### src/rtl/uart_frame_tx_pkg.sv
// Shared frame geometry, serialiser state encoding and baud divider helper.
package uart_frame_tx_pkg;

    localparam int DBITS       = 8;
    localparam int FRAME_BYTES = 18;
    localparam int PAYLOAD_W   = 128;
    localparam int FRAME_W     = FRAME_BYTES * DBITS;

    typedef enum logic [1:0] {
        S_IDLE  = 2'd0,
        S_START = 2'd1,
        S_DATA  = 2'd2,
        S_STOP  = 2'd3
    } tx_state_t;

    // Cycles per bit, rounded to nearest.
    function automatic int baud_div(input int clk_hz, input int baud);
        return (clk_hz + baud / 2) / baud;
    endfunction

endpackage

### src/rtl/uart_frame_tx_byte.sv
// 8N1 character serialiser with its own baud timer.
// Latency: tx drops to the start bit on the edge that takes a byte.
// Backpressure: byte_ready in IDLE or on the last stop-bit cycle, so characters chain with no gap.
module uart_frame_tx_byte
    import uart_frame_tx_pkg::*;
#(
    parameter int BAUD_DIV = 10
) (
    input  logic             clk,
    input  logic             reset_n,
    input  logic             byte_valid,
    output logic             byte_ready,
    input  logic [DBITS-1:0] byte_dat,
    output logic             byte_done,
    output logic             tx
);

    localparam int CW = (BAUD_DIV < 2) ? 1 : $clog2(BAUD_DIV);
    localparam int BW = $clog2(DBITS);
    localparam logic [CW-1:0] CNT_LAST = CW'(BAUD_DIV - 1);
    localparam logic [BW-1:0] BIT_LAST = BW'(DBITS - 1);

    tx_state_t        state;
    logic [CW-1:0]    cnt;
    logic [BW-1:0]    bit_idx;
    logic [DBITS-1:0] sh;
    logic             bit_end;

    assign bit_end    = (cnt == CNT_LAST);
    assign byte_done  = (state == S_STOP) && bit_end;
    assign byte_ready = (state == S_IDLE) || byte_done;

    always_ff @(posedge clk) begin
        if (!reset_n) begin
            state   <= S_IDLE;
            cnt     <= '0;
            bit_idx <= '0;
            sh      <= '0;
            tx      <= 1'b1;
        end else if (byte_valid && byte_ready) begin
            state   <= S_START;
            cnt     <= '0;
            bit_idx <= '0;
            sh      <= byte_dat;
            tx      <= 1'b0;
        end else begin
            case (state)
                S_IDLE: begin
                    cnt <= '0;
                    tx  <= 1'b1;
                end
                S_START, S_DATA, S_STOP: begin
                    if (!bit_end) begin
                        cnt <= cnt + 1'b1;
                    end else begin
                        cnt <= '0;
                        if (state == S_STOP) begin
                            state <= S_IDLE;
                            tx    <= 1'b1;
                        end else if (state == S_DATA && bit_idx == BIT_LAST) begin
                            state <= S_STOP;
                            tx    <= 1'b1;
                        end else begin
                            // LSB first: shift the next data bit onto the line.
                            if (state == S_DATA) bit_idx <= bit_idx + 1'b1;
                            state <= S_DATA;
                            tx    <= sh[0];
                            sh    <= {1'b0, sh[DBITS-1:1]};
                        end
                    end
                end
                default: state <= S_IDLE;
            endcase
        end
    end

endmodule

### src/rtl/uart_frame_tx.sv
// Builds {cmd, payload, cmd} and sends it as 18 back-to-back 8N1 characters.
// Latency: tx falls 1 cycle after accept; done pulses 180*BAUD_DIV cycles after accept.
// Backpressure: cmd_ready only while idle; requests during a frame are dropped, never queued.
module uart_frame_tx
    import uart_frame_tx_pkg::*;
#(
    parameter int CLK_FREQ = 103_340_000,
    parameter int BAUD     = 115_200
) (
    input  logic                 clk,
    input  logic                 reset_n,
    input  logic                 cmd_valid,
    output logic                 cmd_ready,
    input  logic [DBITS-1:0]     cmd,
    input  logic [PAYLOAD_W-1:0] payload,
    output logic                 tx,
    output logic                 busy,
    output logic                 done
);

    localparam int BAUD_DIV = baud_div(CLK_FREQ, BAUD);
    localparam int IW       = $clog2(FRAME_BYTES);
    localparam logic [IW-1:0] IDX_LAST = IW'(FRAME_BYTES - 1);

    if (BAUD_DIV < 2) begin : g_bad_baud
        $error("uart_frame_tx: BAUD_DIV must be at least 2");
    end

    logic               active;
    logic [IW-1:0]      byte_idx;
    logic [FRAME_W-1:0] frame_sr;
    logic               accept;
    logic               last_byte;
    logic               byte_valid;
    logic               byte_ready;
    logic               byte_done;
    logic [DBITS-1:0]   byte_dat;

    assign cmd_ready  = !active;
    assign busy       = active;
    assign accept     = cmd_valid && cmd_ready;
    assign last_byte  = (byte_idx == IDX_LAST);
    assign byte_valid = accept || (active && !last_byte);
    // The header goes straight from the port so tx can fall on the accepting edge.
    assign byte_dat   = active ? frame_sr[FRAME_W-1 -: DBITS] : cmd;

    always_ff @(posedge clk) begin
        if (!reset_n) begin
            active   <= 1'b0;
            byte_idx <= '0;
            frame_sr <= '0;
            done     <= 1'b0;
        end else begin
            done <= 1'b0;
            if (accept) begin
                active   <= 1'b1;
                byte_idx <= '0;
                frame_sr <= {payload, cmd, {DBITS{1'b0}}};
            end else if (active && byte_done) begin
                if (last_byte) begin
                    active   <= 1'b0;
                    byte_idx <= '0;
                    done     <= 1'b1;
                end else begin
                    byte_idx <= byte_idx + 1'b1;
                    frame_sr <= frame_sr << DBITS;
                end
            end
        end
    end

    uart_frame_tx_byte #(
        .BAUD_DIV (BAUD_DIV)
    ) u_byte (
        .clk        (clk),
        .reset_n    (reset_n),
        .byte_valid (byte_valid),
        .byte_ready (byte_ready),
        .byte_dat   (byte_dat),
        .byte_done  (byte_done),
        .tx         (tx)
    );

endmodule

### config.mk
export PLATFORM = sky130hd
export DESIGN_NAME = uart_frame_tx
export DESIGN_NICKNAME = d
export VERILOG_FILES = /design/src/rtl/uart_frame_tx_pkg.sv /design/src/rtl/uart_frame_tx_byte.sv /design/src/rtl/uart_frame_tx.sv
export SDC_FILE = /design/constraint.sdc
export NUM_CORES = 1
export LEC_CHECK = 0
export CAP_MARGIN = 20
export CORE_AREA = 8 8 123 181
export DETAILED_ROUTE_END_ITERATION = 7
export DIE_AREA = 0 0 131 189
export PLACE_DENSITY = 0.75
export RECOVER_POWER = 50
export SETUP_SLACK_MARGIN = 0.2
export SYNTH_ARGS = -nofsm -noshare
export SYNTH_HDL_FRONTEND = slang
export SYNTH_SLANG_ARGS = --single-unit
### constraint.sdc
create_clock -name clk -period 1.75 [get_ports clk]
set_input_delay 0.525 -clock clk [delete_from_list [all_inputs] [get_ports clk]]
set_output_delay 0.525 -clock clk [all_outputs]
set_load 0.05 [all_outputs]
---- Word-level counts from Yosys, hierarchy flattened ----
Index checks and enable logic that the tools add are counted.
word-level totals
  flip-flop bits (word level) ............. 167
  input bits .............................. 139
  output and inout port bits .............. 4
  logic and storage cells ................. 78
cells by class
  add/subtract/negate cells ............... 3
  eq/ne operators ......................... 10
  muxes and demuxes ....................... 26
  bitwise gates (word level) .............. 4
  reductions and logical operators ........ 25
operator list
  cell                                                   count
  two-way mux 144 bit                                    3
  two-way mux 8 bit                                      6
  one-hot mux 10 bit (2 select lines)                    1
  two-way mux 1 bit                                      12
  adder 10 x 1 -> 10 bit, second input constant          1
  equality test 10 bit, second input constant            1
  two-way mux 10 bit                                     1
  AND reduction 2 bit                                    4
  nonzero test 2 bit                                     4
  logical AND 1 bit                                      6
  OR reduction 3 bit                                     2
  adder 5 x 1 -> 5 bit, second input constant            1
  equality test 5 bit, second input constant             1
  two-way mux 5 bit                                      1
  AND reduction 5 bit                                    1
  equality test 2 bit, second input constant             2
  inequality test 2 x 1 -> 1 bit, second input constant  2
  NOT 1 bit                                              4
  AND reduction 4 bit                                    1
  OR reduction 2 bit                                     2
  adder 3 x 1 -> 3 bit, second input constant            1
  equality test 3 bit, second input constant             1
  inequality test 3 x 1 -> 1 bit, second input constant  1
  equality test 2 x 1 -> 1 bit, second input constant    1
  other kinds (6)                                        8

---- Logic depth before layout (Yosys ltp) ----
Gate-level depths: netlist of the first run.
  word-level depth ........................ 7
  mapped depth ............................ 10
  mapped depth without buffers ............ 6

---- Modules after synthesis ----
A second synthesis of the first run with hierarchy kept.
unflattened totals
  cell total of the unflattened synthesis .. 683
  area total of the unflattened synthesis .. 7216.9 um^2
by module, submodules not included
  module              instances  cells each  area each (um^2)  sequential area each (um^2)
  uart_frame_tx       1          556         6049.6            2862.7
  uart_frame_tx_byte  1          127         1167.4            480.5

---- Least setup slack after synthesis of the first run ----
Ideal clock, no wire load.
  path kind ............................... register -> register
  from .................................... reg active (netlist: busy)
  to ...................................... reg frame_sr[134]
  library setup time ...................... 74 ps
  arrival time ............................ 2193 ps
  required time ........................... 1676 ps
  slack ................................... -517 ps
  stages on the path, launching flop included .. 7
  buffers on the path ..................... 2
  clock period less this slack ............ 2267 ps
  cells stage by stage .................... dfxtp_1 -> inv_1 -> nand2_1 -> clkbuf_1 -> clkbuf_1 -> o211ai_1 -> a31oi_1
on the way
  word-level cells in the longest chain between the ends .. 4
  elaborated cells between the ends (all ways) .. 7
  those cells by class .................... eq/ne (1); mux (1); reduce/logical (5)
ends and longest elaborated chain
  item                                                                                 RTL line             RTL
  from (decl)                                                                          uart_frame_tx.sv:29  logic active;
  from (signal assigned)                                                               uart_frame_tx.sv:49  active <= 1'b0;
  from (signal assigned)                                                               uart_frame_tx.sv:56  active <= 1'b1;
  from (signal assigned)                                                               uart_frame_tx.sv:61  active <= 1'b0;
  logical NOT 1 bit (*)                                                                uart_frame_tx.sv:39  assign cmd_ready = !active;
  net cmd_ready                                                                        uart_frame_tx.sv:13  output logic cmd_ready,
  logical AND 1 bit (*)                                                                uart_frame_tx.sv:41  assign accept = cmd_valid && cmd_ready;
  inequality test 2 bit (no source line) / nonzero test 2 bit (equally long branches)  -
  AND reduction 2 bit (no source line)                                                 -
  to (signal assigned)                                                                 uart_frame_tx.sv:58  frame_sr <= {payload, cmd, {DBITS{1'b0}}};
  to (signal assigned)                                                                 uart_frame_tx.sv:66  frame_sr <= frame_sr << DBITS;
  to (decl)                                                                            uart_frame_tx.sv:31  logic [FRAME_W-1:0] frame_sr;
Mark *: on every way through the listed nets, which the timed path passes. The rest lies on a longest branch.
A chain may end at the register's enable or synchronous reset.

---- Worst setup path in the final report of the first run ----
  from .................................... reg u_byte.cnt[0]
  to ...................................... reg frame_sr[77]
on the way
  word-level cells in the longest chain between the ends .. 5
ends and longest elaborated chain
  item                                  RTL line                  RTL
  from (decl)                           uart_frame_tx_byte.sv:24  logic [CW-1:0] cnt;
  from (signal assigned)                uart_frame_tx_byte.sv:54  cnt <= cnt + 1'b1;
  equality test 10 bit                  uart_frame_tx_byte.sv:29  assign bit_end = (cnt == CNT_LAST);
  logical AND 1 bit                     uart_frame_tx_byte.sv:30  assign byte_done = (state == S_STOP) && bit_end;
  logical AND 1 bit                     uart_frame_tx.sv:59       end else if (active && byte_done) begin
  nonzero test 2 bit (no source line)   -
  AND reduction 2 bit (no source line)  -
No other way between the ends.

==> results of run 1 <==
final cells by class:
class / instances / share of cell area [%]
inverters: 6 / 0.234
multi-input cells: 627 / 38.9
repair buffers: 230 / 23.1
flip-flops and latches: 167 / 29.9
clock buffers: 21 / 4.11
well taps: 260 / 2.90
clock inverters: 11 / 0.881
cells in the mapped netlist, types with 2 or more instances:
master                      instances
sky130_fd_sc_hd__a211oi_1          10
sky130_fd_sc_hd__a21oi_1           35
sky130_fd_sc_hd__a2bb2oi_1          2
sky130_fd_sc_hd__a31oi_1          104
sky130_fd_sc_hd__a32o_1             2
sky130_fd_sc_hd__and2_1             3
sky130_fd_sc_hd__and3_1             2
sky130_fd_sc_hd__and4_1             2
sky130_fd_sc_hd__buf_1              3
sky130_fd_sc_hd__buf_2             13
sky130_fd_sc_hd__buf_4              2
sky130_fd_sc_hd__buf_6              8
sky130_fd_sc_hd__clkbuf_1          74
sky130_fd_sc_hd__dfxtp_1          167
sky130_fd_sc_hd__ha_1               6
sky130_fd_sc_hd__inv_1              5
sky130_fd_sc_hd__mux2_2             6
sky130_fd_sc_hd__mux2i_1            8
sky130_fd_sc_hd__nand2_1          108
sky130_fd_sc_hd__nand3_1           89
sky130_fd_sc_hd__nand4_1            3
sky130_fd_sc_hd__nor2_1            15
sky130_fd_sc_hd__nor2b_1            2
sky130_fd_sc_hd__nor3_1             6
sky130_fd_sc_hd__o211ai_1          88
sky130_fd_sc_hd__o21a_1            26
sky130_fd_sc_hd__o21ai_0           49
sky130_fd_sc_hd__o21ai_2            2
sky130_fd_sc_hd__o221a_2           26
sky130_fd_sc_hd__o221ai_1           2
sky130_fd_sc_hd__or2_2              2
sky130_fd_sc_hd__or3_1              5
sky130_fd_sc_hd__xnor2_1            6
sky130_fd_sc_hd__xor2_1             4
what timing repair did:
item | 4_1_cts | 5_1_grt
endpoints found under the setup margin | 167 | 168
gates cloned | 3 | 9
pin swaps | 16 | 41
setup buffers | 8 | 7
gates resized for setup | 43 | 41
metal layers:
metal	up-vias	part of all wire (%)	global-route usage (%)
li1	3714	-	-
met1	3758	40	23.1
met2	350	51	32.0
met3	53	6.4	3.35
met4	0	3.3	9.00
met5	-	0	0
placed cells by master, fill, tap and decap left out, types with 23 or more instances in the layout:
cell	Yosys	routed
sky130_fd_sc_hd__buf_12	0	23
sky130_fd_sc_hd__nand2_1	108	106
sky130_fd_sc_hd__o21a_1	26	26
sky130_fd_sc_hd__o21ai_0	49	48
sky130_fd_sc_hd__a31oi_1	104	101
sky130_fd_sc_hd__clkdlybuf4s50_1	0	136
sky130_fd_sc_hd__nand3_1	89	63
sky130_fd_sc_hd__buf_4	2	46
sky130_fd_sc_hd__o211ai_1	88	88
sky130_fd_sc_hd__clkbuf_16	0	23
sky130_fd_sc_hd__nand3_2	0	26
sky130_fd_sc_hd__dfxtp_1	167	160
sky130_fd_sc_hd__a21oi_1	35	30
path summary, 6_finish.rpt:
path | to | slack (ns) | cells after the start
min | frame_sr[11] | 0.47 | 2
max | frame_sr[77] | -0.06 | 8
max reg2reg | frame_sr[77] | -0.06 | 8
min reg2reg | frame_sr[11] | 0.47 | 2
logic make-up after synthesis:
logic type,share of synthesized area [%]
mux,1.92
flops,43.5
xor+xnor,1.14
buf+inv,6.33
compound gates,31.2
simple gates,15.0
fa+ha+maj,0.976
state kept, by name, summed over array words and instances (netlist names):
register        count
u_byte.bit_idx      3
u_byte.sh           8
u_byte.tx           1
u_byte.cnt         10
byte_idx            5
busy                1
frame_sr          136
u_byte.state        2
done                1
stage by stage:
step	area, um^2	hold slack (ns)	worst slack [ns]
4_1_cts	10800	0.463	-0.0404
6_report	11200	0.472	-0.0582
2_1_floorplan	7900	0.420	0.0427
3_3_place_gp	9910	0.448	-0.237
5_1_grt	11200	0.487	-0.101
3_5_place_dp	9910	0.463	-0.270
tightest hold or removal path, cell delays in order, from the launching register on:
cell and delay [ns]:
sky130_fd_sc_hd__dfxtp_1 0.31, sky130_fd_sc_hd__nand2_1 0.05, sky130_fd_sc_hd__o21ai_0 0.06
power breakdown:
| part | total (mW) | switching (mW) | internal (mW) |
|---|---|---|---|
| Sequential | 4.19 | 0.161 | 4.03 |
| Clock | 3.60 | 1.56 | 2.04 |
| Combinational | 1.26 | 0.566 | 0.698 |
| Total | 9.06 | 2.29 | 6.77 |
==> results.sh, run 1 <==
export IMPL_syn_std_cell_area_um2=7690
export IMPL_dieArea_um2=24800
export IMPL_num_antenna_cells=0
export IMPL_final_critical_path_setup_slack_ns=-0.0582
export IMPL_dp_cells=1263
export IMPL_grt_pass1_wl_um=38100
export IMPL_rsz0062_at_grt="true"
export IMPL_grt_antenna_before_repair=0
export IMPL_share_of_layout_cells_above_drive_strength_1_pct=22.5
export IMPL_critical_path_top_delay_family="simple AND/OR/NAND/NOR gates"
export IMPL_number_of_global_route_vias_before_repair=7572
export IMPL_synth_area_top_cells="sky130_fd_sc_hd__dfxtp_1 43%, sky130_fd_sc_hd__o211ai_1 8.6%, sky130_fd_sc_hd__a31oi_1 8.5%, sky130_fd_sc_hd__nand3_1 5.8%, sky130_fd_sc_hd__nand2_1 5.3%"
export IMPL_slowest_stage="sky130_fd_sc_hd__dfxtp_2"
export IMPL_crit_path_start="u_byte.cnt[0]"
export IMPL_syn_mean_instance_area_um2=8.55
export IMPL_clkLatencyLatePin_ns=0.43
export IMPL_detail_route_vias_per_cell=5.96
export IMPL_chipHeight_um=189
export IMPL_die_x_um=131
export IMPL_violations="setup timing"
export IMPL_final_max_slew_violation_count=0
export IMPL_synth_fp_nets=1044
export IMPL_synth_cell_type_count=48
export IMPL_synth_top_cell_area_share_pct=43.5
export IMPL_crit_chain="inv_2, ha_2, and4bb_4, and4_4, buf_12, buf_16, nand3_1, a31oi_1"
export IMPL_multi_input_area_um2=4360
export IMPL_max_slew_margin_pct=73.7
export IMPL_syn_instance_count=899
export IMPL_router_iterations_before_antenna_repair=5
export IMPL_worst_setup_path_end_kind="flop"
export IMPL_clock_fmax_mhz=553
export IMPL_hold_path_startpoint="frame_sr[11]"
export IMPL_finalWeightedCongestion=0.845
export IMPL_fp_row_count=63
export IMPL_maxCapViolations=0
export IMPL_synth_sequential_area_ratio_pct=43.5
export IMPL_design_final_nets=1194
export IMPL_max_slew_worst_pin_slew_ns=0.390
export IMPL_clock_skew_ns=0.0120
export IMPL_power_density_nw_per_um2=808
export IMPL_cts_made_buffers=17
export IMPL_start_util_pct=39.2
export IMPL_report_final_hold_viol_count=0
export IMPL_p_total_mw=9.06
export IMPL_cp_arrival_ns=2.15
export IMPL_fp_coreArea_um2=19600
export IMPL_cp_num_buf_inv=3
export IMPL_i_o_pin_cnt=143
export IMPL_fin_crit_sh_pct=103
export IMPL_total_leakage_power_nw=3.80
export IMPL_timing_critical_path_fanout_max=17
export IMPL_required_ns=2.09
export IMPL_detail_route_iter0_violations=776
export IMPL_number_of_warnings_printed_during_yosys_synthesis=0
export IMPL_io_buffer_count=142
export IMPL_wl_per_cell_um=19.5
export IMPL_cts_htree_levels=4
export IMPL_synth_top_flop_cell="sky130_fd_sc_hd__dfxtp_1"
export IMPL_area_growth_syn_to_layout_pct=45.8
export IMPL_worst_ir_drop_vdd_uv=632
export IMPL_final_period_minus_worst_setup_slack_ns=1.81
export IMPL_clock_pin_slew_on_the_worst_setup_and_hold_paths_ns=0.06
export IMPL_final_seq_area_um2=3350
export IMPL_hp_class="reg -> reg"
export IMPL_cts_root_buffer_cell="sky130_fd_sc_hd__clkbuf_16"
export IMPL_filler_cell_count=1636
export IMPL_count_of_placed_standard_cells_in_the_final_layout_fillers_left_out=1322
export IMPL_utilization_pct=57.1
export IMPL_grt_usage_pct=19.1
export IMPL_setup_viols_final=70
export IMPL_fin_setup_tns_ns=-1.65
export IMPL_hpwlAfterDp_um=15700
export IMPL_rr_startpoint="u_byte.cnt[0]"
export IMPL_drc=0
export IMPL_path_class="reg -> reg"
export IMPL_synth_enable_flop_cells=0
export IMPL_async_flop_share_pct=0
export IMPL_detailroute_via_count=7875
export IMPL_detail_route_antenna_nets=0
export IMPL_status="complete, but fails checks"
export IMPL_cts_num_sinks=167
export IMPL_totalWireLength_um=25700
export IMPL_yosysTopAreaCell="sky130_fd_sc_hd__dfxtp_1"
export IMPL_postCtsHoldBufs=0
export IMPL_tritoncts="yes"
export IMPL_highest_cell_delay_on_the_worst_timing_path_ns=0.32
export IMPL_setup_worst_path_start_class="flop"
export IMPL_grt_remaining_overflow=0
export IMPL_postSynthRegisterBits=167
export IMPL_pin_count_of_the_biggest_net_entering_global_routing=55
export IMPL_cts_path_max_buffers=2
Power figures use the tool's default switching activity.
==> run 2: changes to the inputs <==
- CAP_MARGIN: 20 -> 0
- CTS_CLUSTER_SIZE: not set -> 16
==> results of run 2 <==
Final layout, timing and power as in run 1 (identical DEF).
